<file path="config.mk">
export PLATFORM = sky130hd
export DESIGN_NAME = quant_pipe
export DESIGN_NICKNAME = d
export VERILOG_FILES = /design/src/rtl/quant_pipe.sv
export SDC_FILE = /design/constraint.sdc
export NUM_CORES = 1
export LEC_CHECK = 0
export BUFFER_PORTS_ARGS = -buffer_cell sky130_fd_sc_hd__clkbuf_2
export CAP_MARGIN = 20
export CORE_MARGIN = 1
export CORE_UTILIZATION = 48
export CTS_CLUSTER_SIZE = 14
export DETAILED_ROUTE_END_ITERATION = 6
export HOLD_SLACK_MARGIN = 0.1
export PLACE_DENSITY = 0.78
export RECOVER_POWER = 100
export SYNTH_ARGS = -nofsm -noshare
export SYNTH_HDL_FRONTEND = slang
export SYNTH_SLANG_ARGS = --single-unit
</file>
<file path="constraint.sdc">
create_clock -name clk -period 1.74 [get_ports clk]
set_clock_uncertainty 0.2 [all_clocks]
set_input_delay 0.174 -clock clk [delete_from_list [all_inputs] [get_ports clk]]
set_output_delay 0.174 -clock clk [all_outputs]
set_load 0.01 [all_outputs]
</file>
<file path="src/rtl/quant_pipe.sv">
// Two-stage valid/ready rounding quantizer: per-lane right shift, selectable rounding, optional clip.
// Define QUANT_SAT_EN to enable saturation, out_sat flags and the sat_cnt counter; otherwise results wrap.
module quant_pipe #(
    parameter int unsigned LANES = 8,
    parameter int unsigned IN_W  = 9,
    parameter int unsigned OUT_W = 8,
    parameter int unsigned SHIFT = 1
) (
    input  logic                   clk,
    input  logic                   rst,
    input  logic                   enable_output,
    input  logic [1:0]             round_mode,
    input  logic                   in_valid,
    output logic                   in_ready,
    input  logic [LANES*IN_W-1:0]  in_data,
    output logic                   out_valid,
    input  logic                   out_ready,
    output logic [LANES*OUT_W-1:0] out_data,
    output logic [LANES-1:0]       out_sat,
    input  logic                   sat_clr,
    output logic [15:0]            sat_cnt
);

    localparam int unsigned Q_W   = IN_W - SHIFT;
    localparam int unsigned Y_W   = Q_W + 1;
    localparam int unsigned CNT_W = 16;
    localparam logic [Y_W-1:0] MAX_Y = Y_W'({OUT_W{1'b1}});

    logic                            s1_valid;
    logic                            s1_en;
    logic [LANES-1:0][Y_W-1:0]       s1_y;
    logic [LANES-1:0][Y_W-1:0]       y_c;
    logic [LANES-1:0][OUT_W-1:0]     clip_d_c;
    logic [LANES-1:0]                clip_s_c;
    logic                            s1_load;
    logic                            s2_load;

    // Shifted value plus rounding increment; one spare bit so the sum never wraps.
    function automatic logic [Y_W-1:0] round_lane(input logic [IN_W-1:0] x, input logic [1:0] mode);
        logic [Q_W-1:0]   q;
        logic [SHIFT-1:0] r;
        logic [SHIFT-1:0] h;
        logic             inc;
        q = x[IN_W-1:SHIFT];
        r = x[SHIFT-1:0];
        h = SHIFT'(1) << (SHIFT - 1);
        case (mode)
            2'd0:    inc = 1'b0;
            2'd2:    inc = (r > h) | ((r == h) & q[0]);
            default: inc = (r >= h);
        endcase
        return {1'b0, q} + Y_W'(inc);
    endfunction

    assign s2_load  = ~out_valid | out_ready;
    assign s1_load  = ~s1_valid | s2_load;
    assign in_ready = s1_load;

    always_comb begin
        y_c = '0;
        for (int i = 0; i < int'(LANES); i++) begin
            y_c[i] = round_lane(in_data[i*IN_W +: IN_W], round_mode);
        end
    end

    // Stage 1: rounded sums and the per-beat enable.
    always_ff @(posedge clk) begin
        if (rst) begin
            s1_valid <= 1'b0;
            s1_en    <= 1'b0;
            s1_y     <= '0;
        end else if (s1_load) begin
            s1_valid <= in_valid;
            if (in_valid) begin
                s1_y  <= y_c;
                s1_en <= enable_output;
            end
        end
    end

    // Clip (or wrap) each lane and apply output gating.
    always_comb begin
        clip_d_c = '0;
        clip_s_c = '0;
        for (int i = 0; i < int'(LANES); i++) begin
`ifdef QUANT_SAT_EN
            if (s1_y[i] > MAX_Y) begin
                clip_d_c[i] = '1;
                clip_s_c[i] = 1'b1;
            end else begin
                clip_d_c[i] = OUT_W'(s1_y[i]);
            end
`else
            clip_d_c[i] = OUT_W'(s1_y[i]);
`endif
        end
        if (!s1_en) begin
            clip_d_c = '0;
            clip_s_c = '0;
        end
    end

`ifdef QUANT_SAT_EN
    logic [LANES-1:0] sat_q;
    logic [CNT_W-1:0] cnt_q;
    assign out_sat = sat_q;
    assign sat_cnt = cnt_q;
`else
    logic [LANES-1:0] unused_sat_q;
    logic             unused_nosat;
    assign out_sat      = '0;
    assign sat_cnt      = '0;
    assign unused_nosat = ^{sat_clr, s1_y, unused_sat_q, MAX_Y, clip_s_c};
`endif

    // Stage 2: output register, held while downstream stalls.
    always_ff @(posedge clk) begin
        if (rst) begin
            out_valid <= 1'b0;
            out_data  <= '0;
`ifdef QUANT_SAT_EN
            sat_q     <= '0;
`else
            unused_sat_q <= '0;
`endif
        end else if (s2_load) begin
            out_valid <= s1_valid;
            if (s1_valid) begin
                out_data <= clip_d_c;
`ifdef QUANT_SAT_EN
                sat_q    <= clip_s_c;
`else
                unused_sat_q <= clip_s_c;
`endif
            end
        end
    end

`ifdef QUANT_SAT_EN
    // Delivered-beats-with-saturation counter; clear wins, sticks at all-ones.
    always_ff @(posedge clk) begin
        if (rst) begin
            cnt_q <= '0;
        end else if (sat_clr) begin
            cnt_q <= '0;
        end else if (out_valid && out_ready && (|sat_q) && (cnt_q != {CNT_W{1'b1}})) begin
            cnt_q <= cnt_q + CNT_W'(1);
        end
    end
`endif

endmodule
</file>
==> results of run 1 <==
## per-stage QoR
stage / area (sq um) / power [W] / setup TNS, ps / setup WS [ps] / hold WS (ps)
2_1_floorplan: 6560 / 0.00381 / 0 / 8.50 / 122
3_3_place_gp: 7470 / 0.00411 / -3090 / -178 / 230
3_5_place_dp: 7470 / 0.00414 / -5010 / -249 / 238
4_1_cts: 8730 / 0.00772 / 0 / 4.63 / -71.0
5_1_grt: 8720 / 0.00798 / -107 / -29.7 / 100
6_report: 8720 / 0.00773 / 0 / 12.0 / 50.2
## registers in the layout, summed over array words and instances, names as in the netlist
register,count
s1_en,1
s1_y,64
out_valid,1
out_data,64
s1_valid,1
## logic make-up (layout without fill, tap and decap cells)
| logic type | Yosys count | in the layout |
|---|---|---|
| compound gates | 292 | 292 |
| xor+xnor | 25 | 25 |
| fa+ha+maj | 16 | 16 |
| buf+inv | 106 | 302 |
| flops | 131 | 131 |
| other cells | 1 | 24 |
| simple gates | 163 | 163 |
## metal layers
metal,wire length (um),part of all wire,track usage
met2,9670,0.49,0.466
met4,650,0.033,0.144
met1,8080,0.41,0.325
met3,1350,0.068,0.0715
met5,0,0,0
## how the worst max path moves through the flow
stage,to,cells after the start,startpoint
3_5_place_dp,s1_y[69],9,round_mode[1]
5_1_grt,s1_y[59],6,s1_valid
4_1_cts,s1_y[34],6,in_data[32]
2_1_floorplan,s1_y[60],8,round_mode[1]
3_3_place_gp,s1_y[69],9,round_mode[1]
6_report,s1_y[59],6,s1_valid
## final cells by class
| type | instances | area, sq um | share of cell area |
|---|---|---|---|
| clock buffers | 25 | 536 | 0.0614 |
| clock inverters | 4 | 45.0 | 0.00517 |
| inverters | 8 | 37.5 | 0.00431 |
| multi-input cells | 520 | 3330 | 0.382 |
| flip-flops and latches | 131 | 2630 | 0.301 |
| well taps | 172 | 215 | 0.0247 |
| repair buffers | 265 | 1930 | 0.221 |
## synthesized netlist by cell type, types with 4 or more instances
cell / count / area, sq um
dfxtp_1: 131 / 2620
a21oi_1: 119 / 596
o21ai_0: 104 / 521
nand4_1: 72 / 450
clkbuf_1: 47 / 176
nand3_1: 42 / 210
buf_4: 29 / 218
a311oi_1: 24 / 210
or3_1: 24 / 150
a211oi_2: 22 / 275
a21oi_2: 20 / 175
ha_1: 16 / 200
xor2_1: 16 / 140
buf_2: 12 / 60.1
nand2_1: 12 / 45.0
nor2b_1: 9 / 56.3
xnor2_1: 9 / 78.8
inv_1: 7 / 26.3
buf_1: 4 / 15.0
## report_power, final
group | total [W] | internal (W) | switching (W)
clock | 0.00350 | 0.00224 | 0.00126
sequential | 0.00320 | 0.00313 | 0.0000728
combinational | 0.00103 | 0.000456 | 0.000574
total | 0.00773 | 0.00582 | 0.00191
## worst min-delay path, delay by kind of cell
kind,cells,cell delay [ps]
buffers and inverters,1,120
and+or+nand+nor,1,90
xor gates and xnor gates,1,160
AOI/OAI and AO/OA,1,80
## timing repair
item	in CTS	in global routing
setup endpoints to repair	1	13
endpoints found under the hold margin	74	8
hold buffers	66	10
gates resized for setup	2	18
setup buffers	2	7
pin swaps	0	13
==> flow_metrics.py, run 1 <==
metrics = {
    "worst_hold_path": {
        "min_path_type": "input port to register",
        "whs_path_depth": 4,
        "hold_end": "s1_y[66]",
        "hp-start": "in_data[66]",
    },
    "worst_setup_path": {
        "cp-end-kind": "register",
        "cp_max_fo": 17,
        "regToRegSetupSlack_ps": 10,
        "cpMaxStageDelayCell": "a311oi_2",
        "cp-start-kind": "register",
        "required_ps": 1860,
        "r2r_start": "s1_valid",
        "path_delay_family": "compound AO/OA/AOI/OAI gates",
        "cp.arrival_ps": 1850,
        "critPathMaxStageDelay_ps": 330,
        "r2r_end": "s1_y[59]",
        "worstPathCellList": "and3b_2 > inv_8 > buf_6 > buf_12 > a21oi_1 > a311oi_2",
        "crit_buf_inv": 3,
        "path_class": "register to register",
        "worst-r2r-cell-count": 6,
    },
    "layout": {
        "fin_util": 0.683,
        "syn2layout_area_growth_pct": 36.5,
        "stdcell_count": 1125,
        "final_cell_mix": "dfxtp_1 (129), a21oi_1 (118), o21ai_0 (102)",
        "fill_cells": 1053,
        "nNetsFinal": 1039,
        "n_antenna_cell": 0,
        "drive_gt1_frac": 0.221,
        "final_common_cell": "dfxtp_1",
    },
    "placed_design": {
        "dp_cells": 1021,
        "hpwlAfterDp_mm": 11.5,
        "globalplace.congestion": 0.819,
        "numPortBuffers": 144,
    },
    "yosys": {
        "ys_seq_area_frac": 0.410,
        "synthMuxAreaShare": 0,
        "syn_area_sq_mm": 0.00639,
        "synth.avg_cell_area_sq_um": 8.70,
        "synth-xor-area-share": 0.0343,
        "yosys_warnings": 0,
        "ys_seq_elements": 131,
        "synth_adder_area_share": 0.0313,
        "synth_cell_types": 28,
        "synth_compound_area_frac": 0.282,
        "synth_top_family_by_area": "compound AO/OA/AOI/OAI gates",
        "ys.flop_type": "dfxtp_1",
        "synth_edf_count": 0,
        "async_flop_share": 0,
        "synthCells": 734,
        "yosys.area_share.simple": 0.148,
    },
    "drt": {
        "first_pass_iters": 5,
        "wl_mm": 19.8,
        "drtIter0Drc": 532,
        "route.antenna.remaining_nets": 0,
        "viasPerCell": 6.00,
        "drc": 0,
        "drt-wirelength-per-cell_um": 17.6,
        "via_count": 6753,
    },
    "clock_tree": {
        "htree_levels": 4,
        "clock_tree.buffer_depth": 2,
        "insertion_delay_ps": 420,
        "cts.sinks": 131,
        "cts_tree": "built",
        "cts_buffers": 17,
        "root_buffer": "clkbuf_16",
        "path_clk_slew_ps": 60,
    },
    "floorplanning": {
        "die-area_sq_mm": 0.0138,
        "row_count": 41,
        "fp.dieH_um": 117,
        "io_pins": 170,
        "start_util": 0.500,
        "die_x_um": 117,
        "core_sq_mm": 0.0128,
    },
    "global_route": {
        "overflow": 0,
        "grt_max_degree": 66,
        "grt_usage": 0.278,
        "grt_pass1_vias": 6455,
        "grt_pass1_wl_mm": 30.8,
        "antenna_found_initial": 0,
    },
    "sta": {
        "hold_violations": 0,
        "setup_viol": 0,
        "fin_crit_sh": 0.993,
        "finalCriticalPeriod_ps": 1730,
        "fmax_mhz": 579,
        "maxSlewViolCount": 0,
        "max-slew-margin-rel": 0.635,
        "max_slew.worst_pin.slew_ps": 547,
    },
    "run": {
        "drv_cap": 0,
    },
    "pwr": {
        "power_density_mw_per_mm2": 887,
        "vdd_drop_max_v": 0.000590,
        "p_leak_nw": 3.14,
    },
    "run_status": {
        "status": "completed",
    },
}
Note: power is estimated with default switching activity, not from simulation.
==> run 2: changes to the inputs <==
--- a/config.mk
+++ b/config.mk
@@ -5,6 +5,7 @@
 export SDC_FILE = /design/constraint.sdc
 export NUM_CORES = 1
 export LEC_CHECK = 0
+export ABC_AREA = 1
 export BUFFER_PORTS_ARGS = -buffer_cell sky130_fd_sc_hd__clkbuf_2
 export CAP_MARGIN = 20
 export CORE_MARGIN = 1
==> run 2 against run 1 <==
Against the previous run: clock power down 8.6%; critical path depth is 1 higher; combinational power is 9% lower; core utilization is 3.4 points lower; area after synthesis decreased by 2.5%; final cell count is 13% higher; power fell by 5.0%; setup slack improved by 3.8 ps; synthesized cell count rose by 20%; largest power group is now registers.
==> flow_metrics.py, run 2 <==
metrics = {
    "worst_setup_path": {
        "cp_max_fo": 4,
        "cp-end-kind": "register",
        "critPathMaxStageDelay_ps": 550,
        "cp-start-kind": "input port",
        "worstPathCellList": "dlygate4sd3_1 > clkbuf_2 > nand3_2 > xnor2_1 > dlygate4sd3_1 > nor2_1 > nor2_1",
        "required_ps": 1850,
        "cpMaxStageDelayCell": "dlygate4sd3_1",
        "path_class": "input port to register",
        "cp.arrival_ps": 1840,
    },
    "pwr": {
        "p_sw_w": 0.00184,
        "switching_share": 0.251,
        "clock_power_share": 0.436,
        "internal_power_w": 0.00551,
        "finalPower_w": 0.00735,
        "p_comb_frac": 0.127,
        "power_density_mw_per_mm2": 898,
        "vdd_drop_max_v": 0.000591,
        "seq_power_share": 0.437,
        "p_leak_nw": 3.57,
    },
    "yosys": {
        "synthCells": 880,
        "yosys_warnings": 0,
        "ys_seq_elements": 131,
        "synth_most_common_cell": "nand2_1",
        "synth.top_cell.area_share": 0.421,
        "synth_top_area_cell": "dfxtp_1",
        "synth_area_leaders": "dfxtp_1 (42%), nand2_1 (10%), nand3_1 (8.7%)",
        "syn_area_sq_mm": 0.00623,
        "ys.flop_type": "dfxtp_1",
        "ys_seq_area_frac": 0.421,
        "synth.avg_cell_area_sq_um": 7.08,
        "synth_commonest_cells": "nand2_1 (172), dfxtp_1 (131), nor2_1 (125)",
        "async_flop_share": 0,
        "synth_edf_count": 0,
        "synth_cell_types": 24,
    },
    "drt": {
        "route.antenna.remaining_nets": 0,
        "first_pass_iters": 5,
        "drc": 0,
        "drt-wirelength-per-cell_um": 13.1,
        "drtIter0Drc": 329,
        "viasPerCell": 4.88,
        "wl_mm": 16.5,
        "via_count": 6176,
    },
    "floorplanning": {
        "core_sq_mm": 0.0126,
        "die-area_sq_mm": 0.0134,
        "row_count": 41,
        "fp.dieH_um": 116,
        "start_util": 0.494,
        "die_x_um": 116,
        "io_pins": 170,
    },
    "layout": {
        "final_cell_mix": "nand2_1 (171), dfxtp_1 (130), nor2_1 (123)",
        "drive_gt1_frac": 0.127,
        "n_antenna_cell": 0,
        "final_common_cell": "nand2_1",
        "fin_util": 0.648,
        "syn2layout_area_growth_pct": 31.3,
        "nNetsFinal": 1180,
        "reg_top3": "out_data x64, s1_y x64",
    },
    "sta": {
        "fin_crit_sh": 0.991,
        "whs_ps": 146,
        "fmax_mhz": 580,
        "finalCriticalPeriod_ps": 1720,
        "maxSlewViolCount": 0,
        "hold_violations": 0,
        "setup_viol": 0,
    },
    "clock_tree": {
        "path_clk_slew_ps": 50,
        "insertion_delay_ps": 420,
        "clock_tree.buffer_depth": 2,
        "cts_buffers": 17,
        "cts.sinks": 131,
        "htree_levels": 4,
        "cts_tree": "built",
        "root_buffer": "clkbuf_16",
    },
    "global_route": {
        "grt_pass1_wl_mm": 26.2,
        "grt_max_degree": 86,
        "antenna_found_initial": 0,
        "grt_usage": 0.253,
        "grt_pass1_vias": 5581,
        "overflow": 0,
    },
    "placed_design": {
        "globalplace.congestion": 0.818,
        "numPortBuffers": 144,
        "hpwlAfterDp_mm": 9.76,
    },
    "worst_hold_path": {
        "min_path_type": "input port to register",
    },
    "run_status": {
        "status": "completed",
    },
    "run": {
        "drv_cap": 0,
    },
}
==> run 2: cell types whose count changed in the layout (fill, tap and decap cells not counted), sizes merged, moves of 25 or more <==
cell,change
o21ai,-51
nand4,-73
nand3,+67
a211oi,-25
buf,-37
a21oi,-49
nand2,+162
nor2,+124
inv,+70
==> run 2: routing by layer <==
metal	global-route usage	routed length (um)	share of wire	vias up
met5	0	0	0	-
met4	0.117	393	0.024	0
met3	0.0628	813	0.049	32
met2	0.451	8290	0.50	167
met1	0.284	7050	0.43	2785
li1	-	-	-	3192
==> run 2: final cells by class <==
class	instances	area [sq um]
clock inverters	5	27.5
flip-flops and latches	131	2620
fillers	1194	4440
multi-input cells	621	2980
clock buffers	24	502
inverters	79	300
well taps	172	215
repair buffers	234	1530
==> run 2: cell families (layout without fill, tap and decap cells) <==
logic type                 Yosys count  in the layout  synth area share
and+or+nand+nor                    408            408             0.270
adders and majority gates           16             16            0.0321
DFF                                131            131             0.421
xor gates and xnor gates            20             20            0.0281
other                                1             24          0.000602
buffers and inverters              151            342             0.121
AOI/OAI and AO/OA                  153            153             0.127
==> run 2: worst paths after layout <==
path	slack, ps	endpoint	cells past startpoint	from
worst max-delay path	20	s1_y[66]	7	in_data[66]
worst min register to register	260	out_data[0]	2	out_data[0]
worst min-delay path	150	s1_y[27]	5	in_data[27]
worst max register to register	190	s1_y[0]	5	s1_valid
==> run 2: worst max-delay path: cells and delay by family <==
family	cells	cell delay [ps]
and+or+nand+nor	3	250
xor gates and xnor gates	1	130
buffers and inverters	3	1270
==> run 2: through the flow <==
step,cells,area (sq um),setup WS [ps],setup TNS (ps)
6_report,1266,8180,15.8,0
5_1_grt,1266,8180,-15.1,-15.1
4_1_cts,1264,8220,17.9,0
3_5_place_dp,1167,7010,-167,-2830
3_3_place_gp,1167,7010,-137,-1570
2_1_floorplan,903,6320,34.5,0
==> run 2: power groups by stage <==
stage | clock, W | sequential, W | combinational, W
2_1_floorplan | 0 | 0.00326 | 0.000556
3_3_place_gp | 0 | 0.00326 | 0.000777
3_5_place_dp | 0 | 0.00327 | 0.000789
4_1_cts | 0.00325 | 0.00321 | 0.000919
5_1_grt | 0.00339 | 0.00322 | 0.00105
6_report | 0.00320 | 0.00321 | 0.000936
==> run 2: what timing repair did <==
| action | 4_1_cts | 5_1_grt |
|---|---|---|
| buffers inserted | 0 | 3 |
| endpoints found under the setup margin | 0 | 9 |
| endpoints found under the hold margin | 130 | 0 |
| hold buffers | 68 | 0 |
| gates resized for setup | 0 | 16 |
